$ cat config.mk
export PLATFORM = sky130hd
export DESIGN_NAME = wb_select_stage
export DESIGN_NICKNAME = d
export VERILOG_FILES = /design/src/rtl/wb_select_stage.sv
export SDC_FILE = /design/constraint.sdc
export NUM_CORES = 1
export LEC_CHECK = 0
export ABC_AREA = 1
export CORE_ASPECT_RATIO = 1.25
export CORE_MARGIN = 1.5
export CORE_UTILIZATION = 36
export CTS_BUF_LIST = sky130_fd_sc_hd__clkbuf_4 sky130_fd_sc_hd__clkbuf_8 sky130_fd_sc_hd__clkbuf_16
export DETAILED_ROUTE_END_ITERATION = 10
export GPL_TIMING_DRIVEN = 0
export PLACE_DENSITY = 0.8
export SLEW_MARGIN = 30
export SYNTH_ARGS = -nofsm -noshare
export SYNTH_HDL_FRONTEND = slang
export SYNTH_SLANG_ARGS = --single-unit
export TNS_END_PERCENT = 50
$ cat constraint.sdc
create_clock -name clk -period 1.75 [get_ports clk]
set_input_delay 0.2625 -clock clk [delete_from_list [all_inputs] [get_ports clk]]
set_output_delay 0.2625 -clock clk [all_outputs]
set_load 0.02 [all_outputs]
$ cat src/rtl/wb_select_stage.sv
// Write-back select stage: picks write-back data and destination register
// index for the register file, holding the choice in an output register
// behind a valid/ready handshake. Beats with an out-of-range data select or
// dst_sel==3 are consumed but dropped, and are recorded in a sticky flag and a
// saturating counter.
//
//   state   | meaning
//   S_EMPTY | output register holds no transfer (out_valid=0)
//   S_FULL  | output register holds a transfer awaiting out_ready
module wb_select_stage #(
   parameter int DATA_W   = 32,
   parameter int NUM_SRC  = 3,
   parameter int REG_W    = 5,
   parameter int LINK_REG = 31,
   localparam int SEL_W   = (NUM_SRC <= 2) ? 1 : $clog2(NUM_SRC)
) (
   input  logic                      clk,
   input  logic                      rst,
   input  logic                      in_valid,
   output logic                      in_ready,
   input  logic [NUM_SRC*DATA_W-1:0] src_data,
   input  logic [SEL_W-1:0]          data_sel,
   input  logic [REG_W-1:0]          rt,
   input  logic [REG_W-1:0]          rd,
   input  logic [1:0]                dst_sel,
   output logic                      out_valid,
   input  logic                      out_ready,
   output logic [DATA_W-1:0]         out_data,
   output logic [REG_W-1:0]          out_dst,
   output logic                      sel_err,
   output logic [7:0]                err_cnt,
   input  logic                      err_clr
);

   typedef enum logic {S_EMPTY = 1'b0, S_FULL = 1'b1} state_t;

   state_t              state_q, state_d;
   logic [DATA_W-1:0]   data_q, data_d;
   logic [REG_W-1:0]    dst_q, dst_d;
   logic                err_q, err_d;
   logic [7:0]          cnt_q, cnt_d;

   logic                acc;
   logic                sel_ok;
   logic [DATA_W-1:0]   sel_data;
   logic [REG_W-1:0]    sel_dst;

   // Upstream may push whenever the output slot is empty or is draining now.
   assign in_ready = !rst && ((state_q == S_EMPTY) || out_ready);
   assign acc      = in_valid && in_ready;
   assign sel_ok   = ({{(32-SEL_W){1'b0}}, data_sel} < 32'(NUM_SRC)) && (dst_sel != 2'd3);

   // Data source and destination index multiplexers.
   always_comb begin
      sel_data = '0;
      for (int i = 0; i < NUM_SRC; i++) begin
         if (data_sel == SEL_W'(i)) sel_data = src_data[i*DATA_W +: DATA_W];
      end
      case (dst_sel)
         2'd0:    sel_dst = rt;
         2'd1:    sel_dst = rd;
         default: sel_dst = REG_W'(LINK_REG);
      endcase
   end

   // Next-state: output slot occupancy, held beat, and error bookkeeping.
   always_comb begin
      state_d = state_q;
      data_d  = data_q;
      dst_d   = dst_q;
      err_d   = err_q;
      cnt_d   = cnt_q;

      if (acc && sel_ok) begin
         state_d = S_FULL;
         data_d  = sel_data;
         dst_d   = sel_dst;
      end else if (out_ready) begin
         state_d = S_EMPTY;
      end

      // A fresh drop outranks a simultaneous clear so the event is not lost.
      if (acc && !sel_ok) begin
         err_d = 1'b1;
         if (err_clr)             cnt_d = 8'd1;
         else if (cnt_q != 8'hFF) cnt_d = cnt_q + 8'd1;
      end else if (err_clr) begin
         err_d = 1'b0;
         cnt_d = 8'd0;
      end
   end

   // State registers with synchronous reset.
   always_ff @(posedge clk) begin
      if (rst) begin
         state_q <= S_EMPTY;
         data_q  <= '0;
         dst_q   <= '0;
         err_q   <= 1'b0;
         cnt_q   <= 8'd0;
      end else begin
         state_q <= state_d;
         data_q  <= data_d;
         dst_q   <= dst_d;
         err_q   <= err_d;
         cnt_q   <= cnt_d;
      end
   end

   assign out_valid = (state_q == S_FULL);
   assign out_data  = data_q;
   assign out_dst   = dst_q;
   assign sel_err   = err_q;
   assign err_cnt   = cnt_q;

endmodule

* Word-level counts from Yosys, hierarchy flattened
Cells that the tools add are included.
** Word-level totals
- Register bits :: 47
- Bits of input ports :: 115
- Output and inout port bits :: 48
** Operators by class
- Add/sub/neg operators :: 1
- Magnitude comparators :: 1
- Equal/unequal tests :: 5
- Multiplexer cells :: 12
- Bitwise logic cells :: 1
- Reductions and logical operators :: 14
** Operators with widths (count)
- 2-to-1 mux 32 bit :: 3
- 2-to-1 mux 8 bit :: 4
- case mux 5 bit (2 select lines) :: 1
- adder 8 x 1 -> 8 bit, second input constant :: 1
- inequality test 8 bit, second input constant :: 1
- nonzero test 2 bit :: 3
- logical AND 1 bit :: 5
- == test 2 x 1 -> 1 bit, second input constant :: 2
- logical NOT 2 bit :: 2
- 2-to-1 mux 1 bit :: 4
- == test 2 bit, second input constant :: 1
- logical NOT 1 bit :: 2
- < comparator 2 bit, second input constant :: 1
- inequality test 2 bit, second input constant :: 1
- AND reduction 2 bit :: 1
- logical OR 1 bit :: 1
- NOT 1 bit :: 1

* Logic depth before layout (Yosys ltp)
- Depth in word-level cells :: 7
- Gate-level depth with buffers :: 8

* Least setup slack after synthesis
Ideal clock, no wire load.
- Path type :: reg-to-reg
- Start :: reg cnt_q[0], in the netlist err_cnt[0]
- End :: reg cnt_q[0], in the netlist err_cnt[0]
- Library setup time :: 128 ps
- Data arrival time :: 1319 ps
- Path slack :: 304 ps
- Cell stages (with the launch flop) :: 9
- Clock period less this slack :: 1446 ps
- Cell sequence :: dfxtp_1 > ha_1 > nand2_1 > inv_1 > nand3_1 > nand2_2 > nand3_1 > nand2_1 > nor2_1
** Between the ends
- Cells in the longest elaborated chain, start to end :: 4
- Elaborated cells between the ends (all ways) :: 7
- Those cells by class :: 1 x add/sub; 1 x eq/ne; 3 x mux; 2 x reduce/logical
** Ends and longest elaborated chain
- from (decl) :: RTL line 41 : logic [7:0] cnt_q, cnt_d;
- from (signal assigned) :: RTL line 106 : cnt_q <= cnt_d;
- adder 8 x 1 -> 8 bit :: RTL line 86 : else if (cnt_q != 8'hFF) cnt_d = cnt_q + 8'd1;
- 2-to-1 mux 8 bit :: RTL line 86
- 2-to-1 mux 8 bit :: RTL line 85 : if (err_clr) cnt_d = 8'd1;
- 2-to-1 mux 8 bit :: RTL line 83 : if (acc && !sel_ok) begin
Parallel ways exist; a longest one is shown, timed or not. The select of a mux whose other input is x is not followed.
A chain may end at the register's enable or synchronous reset.

* Final worst setup path
- Start :: reg cnt_q[0], in the netlist err_cnt[0]
- End :: out err_cnt[0]
** RTL lines
- to (decl) :: RTL line 31 : output logic [7:0] err_cnt,
No word-level cell between the ends.

==> results.md <==
* Worst Hold Class: flip-flop to flip-flop
* Initial core utilization at 0.377
* Register area share after synthesis at 0.375
* Async set-reset flop share out of synthesis at 0
* Die width at 77.6 um
* Fin area at 4350 um2
* Synth top area cells: dfxtp_1 38%, nand2_1 18%, nor2_1 12%
* Post-synth cell types at 24
* LEAKAGE at 1.83 nW
* Ant. Diodes at 0
* Crit-path leading delay family: buffers and inverters
* Multi-input gate area at 1410 um2
* Post-Place Cell Area at 4240 um2
* Max Clk Rate at 614 MHz
* Area growth from synthesis to layout at 73.7%
* Final clock skew at 10.6 ps
* Worst Path Max Fanout at 5
* Max clock buf depth at 2
* Max_cap viols at 0
* Num CTS Buffers at 5
* Slew Viols, Final at 0
* Synth top area share at 0.375
* Area of the mapped netlist at 2510 um2
* Worst Hold End: sel_err
* Post-CTS Setup Bufs at 0
* Depth of the most critical reg-to-reg path at 8
* Finished Layout Cells at 657
* CP bufs+invs at 1
* CP peak stage delay at 640 ps
* Hold Slack at 468 ps
* RSZ-0062 raised after global routing: no
* Core region area at 6650 um2
* Least-Margin Pin Slew at 444 ps
* Hold path cells at 2
* Clk slew on worst S/H paths at 90 ps
* Die area at 7470 um2
* Post-cts hold buffer count at 0
* Met1 wire length at 3.23 mm
* Worst r2r src: err_cnt[0]
* Syn. warnings at 0
* Final worst setup slack at 121 ps
* Routed len/inst at 12.8 um
* WL met3 at 732 um
* R2R Setup Slk at 210 ps
* Syn Inst Count at 400
* Yosys reg bits at 47
* Outcome: complete, no violations
* Initial antenna violation count at 0
* Hold Vio Cnt, Final at 0
* Post-DR vias/cell at 4.79
* Ordered cell list for the critical path: clkdlybuf4s50_1
* Post-synth net total at 516
* Register area at 941 um2
* Final GP Congestion at 0.904
* Initial DRC Count at 99
* Design Power at 0.00272 W
* Top Metal Used: met4
* Slowest CP cell: clkdlybuf4s50_1
* Rows at 33
* Ports at 163
* Hpwl dp at 6.68 mm
* Synth area leader: dfxtp_1
* Dpl cells at 649
* Root Buffer: clkbuf_8
* Final period util at 0.931
* GRT Residual Overflow at 0
* Via count at 3150
* Met2 wire length at 4.31 mm
* Routed WL at 8.38 mm
* Number of flops mapped to enable cells by yosys at 0
* Final setup fails at 0
* Maximum vdd drop at 0.000360 V
* DRC at 0
* Total GRT Usage at 0.234
* Levels on crit path at 1
* Crit path kind: flip-flop to output pin
* Critical path endpoint category: output pin
* Worst hold start: sel_err
* Largest net degree at the start of global routing at 15
* Clk sink count at 47
* Worst Setup Start Kind: flip-flop
* Power per cell area at 626 nW/um2
* Syn avg cell area at 6.27 um2
* Fillers at 638
* CP Data Required Time at 1490 ps
* Max H-tree Level at 2
* Post-route minimum period at 1630 ps
* Share of layout cells above drive strength 1 at 0.0667
* Vias in the first global route at 3051
* Post-CTS sizing at 1
* Arr. time, crit path at 1370 ps
* Final nets at 685
* Clock latency at the later pin of the worst-skew pair at 300 ps
* Primary FF master, synth: dfxtp_1
* Placement Setup Slack at -87.3 ps
* Worst reg2reg endpoint: err_cnt[0]
* First-pass GRT wire length at 13.9 mm
* Die Ht at 96.3 um
* Router iterations before antenna repair at 4
* Remaining antenna violation count at 0
* CTS tree: built
* Relative slew slack at 0.704
* # port buffers at 162
==> worst max-delay path by stage <==
stage	startpoint	end	slack (ps)
after CTS	err_cnt[0]	err_cnt[0]	120
after global placement	out_ready	in_ready	-90
after detailed placement	out_ready	in_ready	-90
final	err_cnt[0]	err_cnt[0]	120
after floorplan	err_cnt[0]	err_cnt[0]	300
after global routing	err_cnt[4]	err_cnt[4]	60
==> per-layer routing <==
metal	GRT usage	up-vias
li1	-	1625
met1	0.256	1383
met2	0.430	132
met3	0.0768	10
met4	0.0682	0
met5	0	-
==> synthesized netlist by cell type, types with 3 or more instances <==
cell type and number:
nor2_1 78, nand2_2 3, inv_1 12, o22ai_1 5, buf_2 16, inv_2 3
dfxtp_1 47, a21oi_1 7, nand4_1 3, nand2_1 121, nor3_1 4, nor2_2 3
clkbuf_1 3, nand3_1 48, o21ai_0 38
==> cell usage in the layout (no fill, tap or decap) <==
master / netlist / final
nor2_1: 78 / 78
nor3_1: 4 / 4
nand3_4: 1 / 1
inv_2: 3 / 3
clkbuf_8: 0 / 6
a21oi_1: 7 / 7
inv_1: 12 / 12
dlygate4sd2_1: 0 / 1
or2_2: 1 / 1
nand4_1: 3 / 3
o21bai_2: 1 / 1
nor2_2: 3 / 3
nor2_4: 1 / 1
buf_2: 16 / 16
dfxtp_1: 47 / 47
clkdlybuf4s50_1: 0 / 161
o22ai_1: 5 / 5
nand2_2: 3 / 3
nand3_1: 48 / 48
a21boi_1: 1 / 1
buf_1: 1 / 1
o21bai_1: 1 / 1
nand2_1: 121 / 121
nor2_8: 1 / 1
bufinv_16: 0 / 1
clkinv_2: 0 / 1
o21ai_0: 38 / 38
clkbuf_1: 3 / 3
ha_1: 1 / 1
==> power by group <==
part | leakage, nW | internal [W] | switching [W]
clock network | 0.0612 | 0.000463 | 0.000365
registers | 0.384 | 0.00113 | 0.0000297
logic | 1.39 | 0.000411 | 0.000329
==> cells by family after synthesis <==
logic type               count (synthesis)  share of synthesized area
buffers and inverters                   35                     0.0604
AO/OA/AOI/OAI                           53                      0.113
flip-flops                              47                      0.375
AND/OR/NAND/NOR                        264                      0.446
adder cells (fa/ha/maj)                  1                    0.00499
==> final cells by class <==
class | instances | area share
clock buffer | 6 | 0.0190
multi-input combinational | 318 | 0.325
timing repair buffer | 162 | 0.372
inverter | 15 | 0.0129
sequential | 47 | 0.216
buffer | 20 | 0.0218
tap | 87 | 0.0250
clock inverter | 2 | 0.00805
==> registers in the layout (all words and copies together) (netlist names) <==
name       flops
out_dst        5
out_data      32
sel_err        1
out_valid      1
err_cnt        8
==> per-stage QoR <==
stage,TNS [ps],util
3_5_place_dp,-1700,0.637
3_3_place_gp,-1720,0.637
6_report,0,0.655
5_1_grt,0,0.655
2_1_floorplan,0,-
4_1_cts,0,0.655
==> worst reg2reg max path, cell delays in order, from the launching register on <==
cell and delay [ps]:
dfxtp_1 430, ha_1 210, nand2_1 120, inv_1 140
nand3_1 180, nand2_2 170, nand3_1 90, nand2_1 70
nor2_1 30
Note: power is estimated with default switching activity, not from simulation.
